### src/rtl/fs_dither_stream_pkg.sv
// fs_pkg: shared types and arithmetic helpers for the Floyd-Steinberg
// dither stream.
//   state_t     : FSM state encoding (IDLE, CALC, OUT, FLUSH)
//   err_t       : wide signed working type for error arithmetic
//   quantize()  : clamped pixel -> level index and its reconstruction
//   split_err() : error -> 7/16, 3/16, 5/16 and remainder shares
package fs_pkg;

  localparam logic [1:0] S_IDLE  = 2'd0;
  localparam logic [1:0] S_CALC  = 2'd1;
  localparam logic [1:0] S_OUT   = 2'd2;
  localparam logic [1:0] S_FLUSH = 2'd3;

  typedef enum logic [1:0] {
    IDLE  = S_IDLE,
    CALC  = S_CALC,
    OUT   = S_OUT,
    FLUSH = S_FLUSH
  } state_t;

  // Working width is generous; stored error registers are ERR_W wide and
  // are sign-extended into this type before any arithmetic.
  typedef logic signed [31:0] err_t;

  typedef struct packed {
    err_t q;
    err_t recon;
  } quant_t;

  typedef struct packed {
    err_t e7;
    err_t e3;
    err_t e5;
    err_t e1;
  } split_t;

  // c must already be clamped to [0, 2^pix_w-1].
  // recon is q repeated MSB-first until at least pix_w bits exist, then
  // the top pix_w bits are kept.
  function automatic quant_t quantize(input err_t c, input int pix_w, input int out_w);
    quant_t r;
    err_t   word;
    int     reps;
    reps = (pix_w + out_w - 1) / out_w;
    r.q  = (c * ((32'sd1 <<< out_w) - 32'sd1) + (32'sd1 <<< (pix_w - 1))) >>> pix_w;
    word = '0;
    for (int i = 0; i < 16; i++) begin
      if (i < reps) begin
        word = (word <<< out_w) | r.q;
      end
    end
    r.recon = word >>> (reps * out_w - pix_w);
    return r;
  endfunction

  // Floor-rounded shares; e1 absorbs the rounding so the four always sum to e.
  function automatic split_t split_err(input err_t e);
    split_t r;
    r.e7 = (err_t'(7) * e) >>> 4;
    r.e3 = (err_t'(3) * e) >>> 4;
    r.e5 = (err_t'(5) * e) >>> 4;
    r.e1 = e - r.e7 - r.e3 - r.e5;
    return r;
  endfunction

endpackage

### src/rtl/fs_dither_stream_if.sv
// fs_dither_stream_if: pixel-in / level-out stream bundle.
//   in_valid/in_ready/in_pix/in_sof   : raster-order gray pixel input
//   out_valid/out_ready/out_pix       : quantised level index output
//   out_eol/out_eof                   : row / frame end markers on out_pix
//   busy                              : frame in progress
// slave is the dither engine side, master the source/sink side.
interface fs_dither_stream_if #(
  parameter int PIX_W = 8,
  parameter int OUT_W = 1
) ();
  logic             in_valid;
  logic             in_ready;
  logic [PIX_W-1:0] in_pix;
  logic             in_sof;
  logic             out_valid;
  logic             out_ready;
  logic [OUT_W-1:0] out_pix;
  logic             out_eol;
  logic             out_eof;
  logic             busy;

  modport slave (
    input  in_valid, in_pix, in_sof, out_ready,
    output in_ready, out_valid, out_pix, out_eol, out_eof, busy
  );

  modport master (
    output in_valid, in_pix, in_sof, out_ready,
    input  in_ready, out_valid, out_pix, out_eol, out_eof, busy
  );
endinterface

### src/rtl/fs_dither_stream_line_buffer.sv
// fs_line_buffer: single-port synchronous RAM holding the next-row error.
//   clk     : clock
//   we      : write enable
//   addr    : shared read/write address
//   wdata   : write data
//   rd_data : registered read data, one cycle after addr
// No reset on the array or the read register so it maps onto block RAM.
module fs_line_buffer #(
  parameter int DEPTH = 64,
  parameter int WIDTH = 10,
  parameter int AW    = $clog2(DEPTH)
) (
  input  logic             clk,
  input  logic             we,
  input  logic [AW-1:0]    addr,
  input  logic [WIDTH-1:0] wdata,
  output logic [WIDTH-1:0] rd_data
);
  logic [WIDTH-1:0] mem [DEPTH];

  always_ff @(posedge clk) begin
    if (we) begin
      mem[addr] <= wdata;
    end
    rd_data <= mem[addr];
  end
endmodule

### src/rtl/fs_dither_stream.sv
// fs_dither_stream: streaming Floyd-Steinberg error-diffusion engine.
//   clk   : system clock
//   rst_n : asynchronous active-low reset
//   bus   : stream bundle (slave side), see fs_dither_stream_if
// One pixel is processed at a time: IDLE accepts and starts the line-buffer
// read, CALC quantises and distributes error, OUT holds the result until
// the consumer takes it, FLUSH stores the last column's next-row error.
module fs_dither_stream
  import fs_pkg::*;
#(
  parameter int IMAGEX = 64,
  parameter int IMAGEY = 64,
  parameter int PIX_W  = 8,
  parameter int OUT_W  = 1,
  parameter int ERR_W  = PIX_W + 2
) (
  input  logic clk,
  input  logic rst_n,
  fs_dither_stream_if.slave bus
);
  localparam int XW = $clog2(IMAGEX);
  localparam int YW = (IMAGEY > 1) ? $clog2(IMAGEY) : 1;
  localparam logic [XW-1:0] X_LAST  = XW'(IMAGEX - 1);
  localparam logic [YW-1:0] Y_LAST  = YW'(IMAGEY - 1);
  localparam err_t          PIX_MAX = err_t'((1 << PIX_W) - 1);

  state_t                  state_reg;
  logic [XW-1:0]           x_reg;
  logic [YW-1:0]           y_reg;
  logic [PIX_W-1:0]        pix_reg;
  logic signed [ERR_W-1:0] carry_reg;
  // nb_prev_reg: pending next-row error for column x-1
  // nb_cur_reg : pending next-row error for column x
  logic signed [ERR_W-1:0] nb_prev_reg;
  logic signed [ERR_W-1:0] nb_cur_reg;
  logic                    busy_reg;
  logic                    out_valid_reg;
  logic [OUT_W-1:0]        out_pix_reg;
  logic                    out_eol_reg;
  logic                    out_eof_reg;

  logic                    lb_we;
  logic [XW-1:0]           lb_addr;
  logic signed [ERR_W-1:0] lb_wdata;
  logic signed [ERR_W-1:0] lb_rd_data;

  logic                    x_last;
  logic                    y_last;
  err_t                    above;
  err_t                    sum;
  err_t                    clamped;
  err_t                    e_val;
  err_t                    nb_e5;
  quant_t                  qr;
  split_t                  sp;

  assign x_last = (x_reg == X_LAST);
  assign y_last = (y_reg == Y_LAST);

  // Pixel arithmetic; only meaningful in CALC, when rd_data holds LB[x].
  always_comb begin
    above = '0;
    if (y_reg != '0) begin
      above = err_t'(lb_rd_data);
    end
    sum = err_t'(pix_reg) + err_t'(carry_reg) + above;
    if (sum < 0) begin
      clamped = '0;
    end else if (sum > PIX_MAX) begin
      clamped = PIX_MAX;
    end else begin
      clamped = sum;
    end
    qr    = quantize(clamped, PIX_W, OUT_W);
    e_val = clamped - qr.recon;
    sp    = split_err(e_val);
    nb_e5 = err_t'(nb_cur_reg) + sp.e5;
  end

  // Single RAM port: read in IDLE, write in CALC (column x-1) or FLUSH.
  always_comb begin
    lb_we    = 1'b0;
    lb_addr  = '0;
    lb_wdata = '0;
    case (state_reg)
      IDLE: begin
        lb_addr = (bus.in_valid && bus.in_sof) ? '0 : x_reg;
      end
      CALC: begin
        lb_addr  = x_reg - XW'(1);
        lb_we    = (x_reg != '0);
        lb_wdata = ERR_W'(err_t'(nb_prev_reg) + sp.e3);
      end
      FLUSH: begin
        lb_addr  = X_LAST;
        lb_we    = 1'b1;
        lb_wdata = nb_cur_reg;
      end
      default: begin
        lb_addr = x_reg;
      end
    endcase
  end

  fs_line_buffer #(
    .DEPTH (IMAGEX),
    .WIDTH (ERR_W),
    .AW    (XW)
  ) u_line_buffer (
    .clk     (clk),
    .we      (lb_we),
    .addr    (lb_addr),
    .wdata   (lb_wdata),
    .rd_data (lb_rd_data)
  );

  always_ff @(posedge clk or negedge rst_n) begin
    if (!rst_n) begin
      state_reg     <= IDLE;
      x_reg         <= '0;
      y_reg         <= '0;
      pix_reg       <= '0;
      carry_reg     <= '0;
      nb_prev_reg   <= '0;
      nb_cur_reg    <= '0;
      busy_reg      <= 1'b0;
      out_valid_reg <= 1'b0;
      out_pix_reg   <= '0;
      out_eol_reg   <= 1'b0;
      out_eof_reg   <= 1'b0;
    end else begin
      case (state_reg)
        IDLE: begin
          if (bus.in_valid) begin
            pix_reg  <= bus.in_pix;
            busy_reg <= 1'b1;
            if (bus.in_sof) begin
              // Start (or restart) a frame: old frame state is abandoned.
              x_reg       <= '0;
              y_reg       <= '0;
              carry_reg   <= '0;
              nb_prev_reg <= '0;
              nb_cur_reg  <= '0;
            end
            state_reg <= CALC;
          end
        end
        CALC: begin
          if (x_last) begin
            // No right neighbour: carry and below-right share are dropped,
            // nb_cur keeps this column's value for FLUSH.
            carry_reg  <= '0;
            nb_cur_reg <= ERR_W'(nb_e5);
          end else begin
            carry_reg   <= ERR_W'(sp.e7);
            nb_prev_reg <= ERR_W'(nb_e5);
            nb_cur_reg  <= ERR_W'(sp.e1);
          end
          out_pix_reg   <= OUT_W'(qr.q);
          out_eol_reg   <= x_last;
          out_eof_reg   <= x_last && y_last;
          out_valid_reg <= 1'b1;
          state_reg     <= OUT;
        end
        OUT: begin
          if (bus.out_ready) begin
            out_valid_reg <= 1'b0;
            if (x_last) begin
              x_reg <= '0;
              if (y_last) begin
                y_reg    <= '0;
                busy_reg <= 1'b0;
              end else begin
                y_reg <= y_reg + YW'(1);
              end
              state_reg <= FLUSH;
            end else begin
              x_reg     <= x_reg + XW'(1);
              state_reg <= IDLE;
            end
          end
        end
        FLUSH: begin
          // Next row begins with no pending below-row error.
          nb_prev_reg <= '0;
          nb_cur_reg  <= '0;
          state_reg   <= IDLE;
        end
        default: begin
          state_reg <= IDLE;
        end
      endcase
    end
  end

  assign bus.in_ready  = (state_reg == IDLE);
  assign bus.out_valid = out_valid_reg;
  assign bus.out_pix   = out_pix_reg;
  assign bus.out_eol   = out_eol_reg;
  assign bus.out_eof   = out_eof_reg;
  assign bus.busy      = busy_reg;

endmodule

### src/flat_wrapper.sv
// flat-port wrapper written by rule: the top's interface ports become plain ports
module fs_dither_stream_flat import fs_pkg::*;
#(
  parameter int IMAGEX = 64,
  parameter int IMAGEY = 64,
  parameter int PIX_W  = 8,
  parameter int OUT_W  = 1,
  parameter int ERR_W  = PIX_W + 2
)
  (clk, rst_n, bus_in_valid, bus_in_pix, bus_in_sof, bus_out_ready, bus_in_ready, bus_out_valid, bus_out_pix, bus_out_eol, bus_out_eof, bus_busy);
  fs_dither_stream_if #(.PIX_W(PIX_W), .OUT_W(OUT_W)) bus_i ();
  input  logic clk;
  input  logic rst_n;
  input wire logic [$bits(bus_i.in_valid)-1:0] bus_in_valid;
  input wire logic [$bits(bus_i.in_pix)-1:0] bus_in_pix;
  input wire logic [$bits(bus_i.in_sof)-1:0] bus_in_sof;
  input wire logic [$bits(bus_i.out_ready)-1:0] bus_out_ready;
  output wire logic [$bits(bus_i.in_ready)-1:0] bus_in_ready;
  output wire logic [$bits(bus_i.out_valid)-1:0] bus_out_valid;
  output wire logic [$bits(bus_i.out_pix)-1:0] bus_out_pix;
  output wire logic [$bits(bus_i.out_eol)-1:0] bus_out_eol;
  output wire logic [$bits(bus_i.out_eof)-1:0] bus_out_eof;
  output wire logic [$bits(bus_i.busy)-1:0] bus_busy;
  assign bus_i.in_valid = bus_in_valid;
  assign bus_i.in_pix = bus_in_pix;
  assign bus_i.in_sof = bus_in_sof;
  assign bus_i.out_ready = bus_out_ready;
  assign bus_in_ready = bus_i.in_ready;
  assign bus_out_valid = bus_i.out_valid;
  assign bus_out_pix = bus_i.out_pix;
  assign bus_out_eol = bus_i.out_eol;
  assign bus_out_eof = bus_i.out_eof;
  assign bus_busy = bus_i.busy;
  fs_dither_stream #(.IMAGEX(IMAGEX), .IMAGEY(IMAGEY), .PIX_W(PIX_W), .OUT_W(OUT_W), .ERR_W(ERR_W)) u_core (.clk(clk), .rst_n(rst_n), .bus(bus_i));
endmodule
### config.mk
export PLATFORM = sky130hd
export DESIGN_NAME = fs_dither_stream_flat
export DESIGN_NICKNAME = d
export VERILOG_FILES = /design/src/rtl/fs_dither_stream_pkg.sv /design/src/rtl/fs_dither_stream_if.sv /design/src/rtl/fs_dither_stream_line_buffer.sv /design/src/rtl/fs_dither_stream.sv /design/src/flat_wrapper.sv
export SDC_FILE = /design/constraint.sdc
export NUM_CORES = 1
export LEC_CHECK = 0
export ABC_AREA = 1
export BUFFER_PORTS_ARGS = -buffer_cell sky130_fd_sc_hd__buf_2
export CAP_MARGIN = 10
export CORE_MARGIN = 10
export CORE_UTILIZATION = 58
export DETAILED_ROUTE_END_ITERATION = 8
export GPL_TIMING_DRIVEN = 0
export MAX_ROUTING_LAYER = met4
export PLACE_DENSITY = 0.77
export SLEW_MARGIN = 30
export SYNTH_ARGS = -nofsm -noshare
export SYNTH_HDL_FRONTEND = slang
export SYNTH_HIERARCHICAL = 1
export SYNTH_SLANG_ARGS = --single-unit
### constraint.sdc
create_clock -name clk -period 10.4 [get_ports clk]
set_input_delay 1.56 -clock clk [delete_from_list [all_inputs] [get_ports clk]]
set_output_delay 1.56 -clock clk [all_outputs]
set_load 0.01 [all_outputs]
Word-level counts from Yosys, hierarchy flattened
Memories as Yosys holds them, arrays and structs flattened. A register that Yosys moved wholly into a read port is not among the register bits.
Cells that the tools add are included.
{"block": "totals", "regBits": 57, "mem_bits_rw": 640, "inputBits": 13, "out_inout_bits": 6, "elab_cells": 103, "memories": 1}
{"memory": "u_core.u_line_buffer.mem", "words": 64, "width": 10, "rd": 1, "rd_clocked_by_memory_dff": 1, "wr": 1, "line": "fs_dither_stream_line_buffer.sv:19", "rtl": "logic [WIDTH-1:0] mem [DEPTH];"}
{"block": "classes", "addsub": 12, "multipliers": 3, "magnitude_cmp": 2, "eq_ne": 11, "muxes": 37, "n_bitwise": 7, "n_reduce_logical": 18}
{"op": "two-way mux 32 bit", "count": 3}
{"op": "multiplier 4 x 32 -> 14 bit (first input constant)", "count": 2}
{"op": "one-hot mux 10 bit (3 select lines)", "count": 2}
{"op": "two-way mux 10 bit", "count": 5}
{"op": "two-way mux 6 bit", "count": 8}
{"op": "one-hot mux 10 bit (2 select lines)", "count": 2}
{"op": "adder 32 bit", "count": 1}
{"op": "adder 32 x 9 -> 32 bit (second input constant)", "count": 1}
{"op": "greater-than comparator 32 x 9 -> 1 bit (second input constant)", "count": 1}
{"op": "less-than comparator 32 x 1 -> 1 bit (second input constant)", "count": 1}
{"op": "multiplier 3 x 32 -> 14 bit (first input constant)", "count": 1}
{"op": "bitwise OR 32 x 24 -> 32 bit", "count": 1}
{"op": "subtractor 32 bit", "count": 1}
{"op": "bitwise OR 31 x 24 -> 31 bit", "count": 1}
{"op": "bitwise OR 30 x 24 -> 30 bit", "count": 1}
{"op": "subtractor 10 bit", "count": 3}
{"op": "bitwise OR 29 x 24 -> 29 bit", "count": 1}
{"op": "bitwise OR 28 x 24 -> 28 bit", "count": 1}
{"op": "bitwise OR 26 x 24 -> 26 bit", "count": 1}
{"op": "bitwise OR 25 x 24 -> 25 bit", "count": 1}
{"op": "one-hot mux 6 bit (2 select lines)", "count": 2}
{"op": "adder 10 bit", "count": 2}
{"op": "one-hot mux 6 bit (3 select lines)", "count": 1}
{"op": "adder 6 x 1 -> 6 bit (second input constant)", "count": 2}
{"op": "20 further kinds", "count": 45}

Logic depth before layout (Yosys ltp)
{"block": "depth", "depth_word": 21, "depth_mapped": 73, "depth_no_buf": 72}

Hierarchy
The synthesis kept the hierarchy.
{"mod": "fs_line_buffer", "n_inst": 1, "cells_per_inst": 2693, "area_each_um2": 27287.4, "seq_area_each_um2": 19418.6}
{"mod": "fs_dither_stream", "n_inst": 1, "cells_per_inst": 1127, "area_each_um2": 8195.4, "seq_area_each_um2": 1426.4}

Worst setup path before layout
No wires, ideal clock.
{"block": "synth_path", "kind": "reg-to-reg", "from": "register u_core.y_reg[0]", "to": "memory u_core.u_line_buffer.mem[0][5], data pin", "setup_time_ns": 0.702, "t_arrival_ns": 10.298, "required_ns": 9.698, "slack_ns": -0.600, "stages_incl_launch_ff": 49, "n_path_buf": 1, "synth_period_minus_slack_ns": 11.000, "path_cell_list": "dfrtp_1 > inv_1 > ha_1 > nand3_1 > nand2_1 > fa_1 > inv_1 > ha_1 > inv_1 > fa_1 > nand3b_1 > nand2_1 > inv_1 > o31ai_1 > nand3_1 > nand2_1 > ha_1 > inv_1 > (+13 left out) > nand2_1 > xor2_1 > inv_1 > ha_1 > ha_1 > inv_1 > o21bai_1 > a21o_1 > a21o_1 > a21o_1 > xor2_1 > ha_1 > inv_1 > nor3_1 > a21oi_1 > inv_1 > o21ai_0 > o21ai_0"}
{"element": "from (decl)", "line": "fs_dither_stream.sv:29", "rtl": "logic [YW-1:0] y_reg;"}
{"element": "from (signal assigned)", "line": "fs_dither_stream.sv:174", "rtl": "y_reg <= y_reg + YW'(1);"}
{"element": "to (decl)", "line": "fs_dither_stream_line_buffer.sv:19"}

==> flow_summary_export.csv <==
group,metric,value,unit
placed_design,port_buffers,18,
yosys,ys_seq_area_share,58.75,%
yosys,ys_async_sr_fraction,8.062,%
final_layout,final_nets,4174,
yosys,synth-seq-cells,707,
hold_path,worstHoldEndpoint,"u_core/bus.out_pix",
clocking,ctsHtreeMaxLevel,3,
setup_path,cp-start-kind,"flop",
run_status,failed_checks,"setup timing",
yosys,synth_top_area_cell,"edfxtp_1",
clocking,cts_buffers,74,
yosys,yosysTopAreaCellShare,54.16,%
die,core-area,60470,µm²
clocking,ctsLongestPathBuffers,3,
yosys,synth_edf_count,640,
yosys,ys_types,57,
final_layout,synthToLayoutAreaGrowth,15.94,%
drt,vias_per_cell,5.743,
sta,fmax,94.68,MHz
global_routing,grt_pass1_wl,147600,µm
drt,routed_wl,100100,µm
die,chipWidth,267.3,µm
setup_path,critical_path.slowest_cell,"fa_1",
setup_path,path_max_fanout,8,
clocking,clock_sinks,707,
placed_design,place_hpwl,67240,µm
yosys,netlist_instances,3820,
die,row_count,90,
setup_path,reg2reg_to,"u_core/nb_cur_reg[9]",
sta,fin_crit_sh,101.6,%
sta,finalHoldViolCount,0,
global_routing,grt_pass1_vias,26480,
hold_path,hold_start,"u_core/bus.out_pix",
final_layout,regMostFlops,"u_core/u_line_buffer/mem",
sta,clock_skew,0.03114,ns
die,die_h,267.3,µm
setup_path,crit_type,"flop to flop",
drt,drt-initial-drc-count,3388,
yosys,ys_top_cells_by_count,"1968 x nand2_1, 640 x edfxtp_1, 252 x inv_1",
clocking,cts_tree,"yes",
drt,wl_per_cell,20.67,µm
yosys,ys.flop_type,"edfxtp_1",
yosys,synth_area_leaders,"edfxtp_1 54%, nand2_1 21%, dfrtp_1 4.0%",
hold_path,hold_path_class,"flop to flop",
sta,rsz0062_at_grt,"true",
die,ios,19,
hold_path,min_path_cells,2,
sta,setup_ws,-0.1618,ns
sta,setup_violations,1,
run_status,status,"finished with violations",
setup_path,worstPathRequired,10.90,ns
setup_path,cp.arrival,11.07,ns
final_layout,instances_no_fill,4845,
setup_path,cpPeakStageDelay,0.55,ns
yosys,syn_area,35480,µm²
global_routing,antenna_found_initial,0,
setup_path,critPathBufInv,10,
setup_path,r2r-start,"u_core/y_reg[2]",
yosys,synth.most_common_cell,"nand2_1",
placed_design,dpl.cell_count,4654,
setup_path,ff2ff_setup_slack,-0.16,ns
setup_path,endpoint_kind,"flop",
clocking,cts-root-buf,"clkbuf_16",
drt,dr_total_vias,27830,
setup_path,crit_family,"adder cells",
global_routing,grt_max_degree,40,
drt,drt.antenna.violating_nets,0,
setup_path,rr_worst_depth,66,
die,dieArea,71470,µm²
die,initial_core_util,58.68,%
job,max-cap-violations,0,
sta,whs,0.4859,ns
yosys,synth_warnings,6,
clocking,path_clk_slew,0.06,ns
global_routing,track_usage,27.89,%
clocking,clk-insertion-delay-late,0.64,ns
setup_path,worstSetupPathDepth,66,
final_layout,drive_gt1_share,13.49,%
final_layout,n_antenna_cell,0,
sta,maxSlewHeadroom,31.41,%
global_routing,overflow,0,
yosys,syn_area_per_cell,9.289,µm²
drt,drc,0,
sta,slew_viol_final,0,
placed_design,gp_congestion,0.9642,
final_layout,largest_register_ffs,640,
setup_path,crit_top_cell,"nand2_1",
clocking,cts_hold_buf,0,
drt,drtPass1Iterations,9,
sta,worstMarginPinSlew,1.025,ns
sta,period_minus_slack,10.56,ns
metal layers:
layer  vias to the layer above  routed length [µm]  global-route usage, %
li1                      12740                   -                      -
met1                     13100               37480                  35.18
met2                      1692               46910                  44.02
met3                       295               11820                  5.485
met4                         0                3921                  11.21
met5                         -                   0                      -
cells in the final DEF, fill, tap and decap left out, types with 11 or more instances in the layout:
master     instances
o21ai_0           61
buf_16            17
ha_1              84
buf_1             21
nor2_2            57
nand3_2           12
xor2_1            31
buf_4             61
clkbuf_1          55
a21oi_1           60
clkinv_1          12
buf_2             99
nand2_2           32
edfxtp_1         640
inv_1            232
nor2_1            99
nand2_1         1937
inv_2             26
nand3_1           62
clkbuf_16         76
nand2_4           18
ha_4              26
a21oi_2           11
o211ai_1          11
nand4_1           12
nor3_1            18
fa_1              39
dfrtp_1           57
cell families after synthesis:
family | share of synthesized area, %
adder cells (fa/ha/maj) | 6.333
multiplexers | 0.2222
other | 0.02117
AND/OR/NAND/NOR | 25.09
buffers and inverters | 4.598
AO/OA/AOI/OAI | 3.614
XOR/XNOR | 1.375
flip-flops | 58.75
through the flow:
step	utilization (%)	instance area (µm²)	setup slack, ns	TNS (ns)
2_1_floorplan	-	35510	0.4206	0
3_3_place_gp	60.49	36580	-4.171	-1587.33
3_5_place_dp	61.84	37390	-1.794	-112.29
4_1_cts	66.61	40280	0.007479	0
5_1_grt	68.03	41140	-0.5086	-0.6265
6_report	68.03	41140	-0.1618	-0.1618
what timing repair did:
| action | CTS | global route |
|---|---|---|
| setup buffers | 24 | 34 |
| pin swaps | 33 | 84 |
| endpoints found under the setup margin | 311 | 146 |
| gates resized for setup | 67 | 114 |
worst min-delay path, cell delays in order, from the launching register on:
cell	delay, ns
dfrtp_1	0.34
nand2_1	0.05
nand2_1	0.06
cell type report:
type,count,area [µm²]
plain buffers,141,679.4
clock buffers,98,1984
clock inverters,35,357.8
fillers,4273,19330
inverters,258,968.4
multi-input cells,2722,14190
flip-flops and latches,707,20850
well taps,782,978.4
repair buffers,102,1130
worst max-delay path by stage:
stage                          startpoint                               to  slack (ns)
after CTS                 u_core/y_reg[0]             u_core/nb_cur_reg[9]       0.007
after detailed placement  u_core/y_reg[0]             u_core/nb_cur_reg[9]       -1.79
after floorplan           u_core/y_reg[0]   u_core/u_line_buffer/mem[0][8]        0.42
final                     u_core/y_reg[2]             u_core/nb_cur_reg[9]       -0.16
after global placement    u_core/y_reg[0]  u_core/u_line_buffer/mem[36][5]       -4.17
after global routing      u_core/y_reg[2]             u_core/nb_cur_reg[9]       -0.51
Power is not shown: default switching activity piles up to over one toggle a cycle in this logic, so the estimate is an artifact.
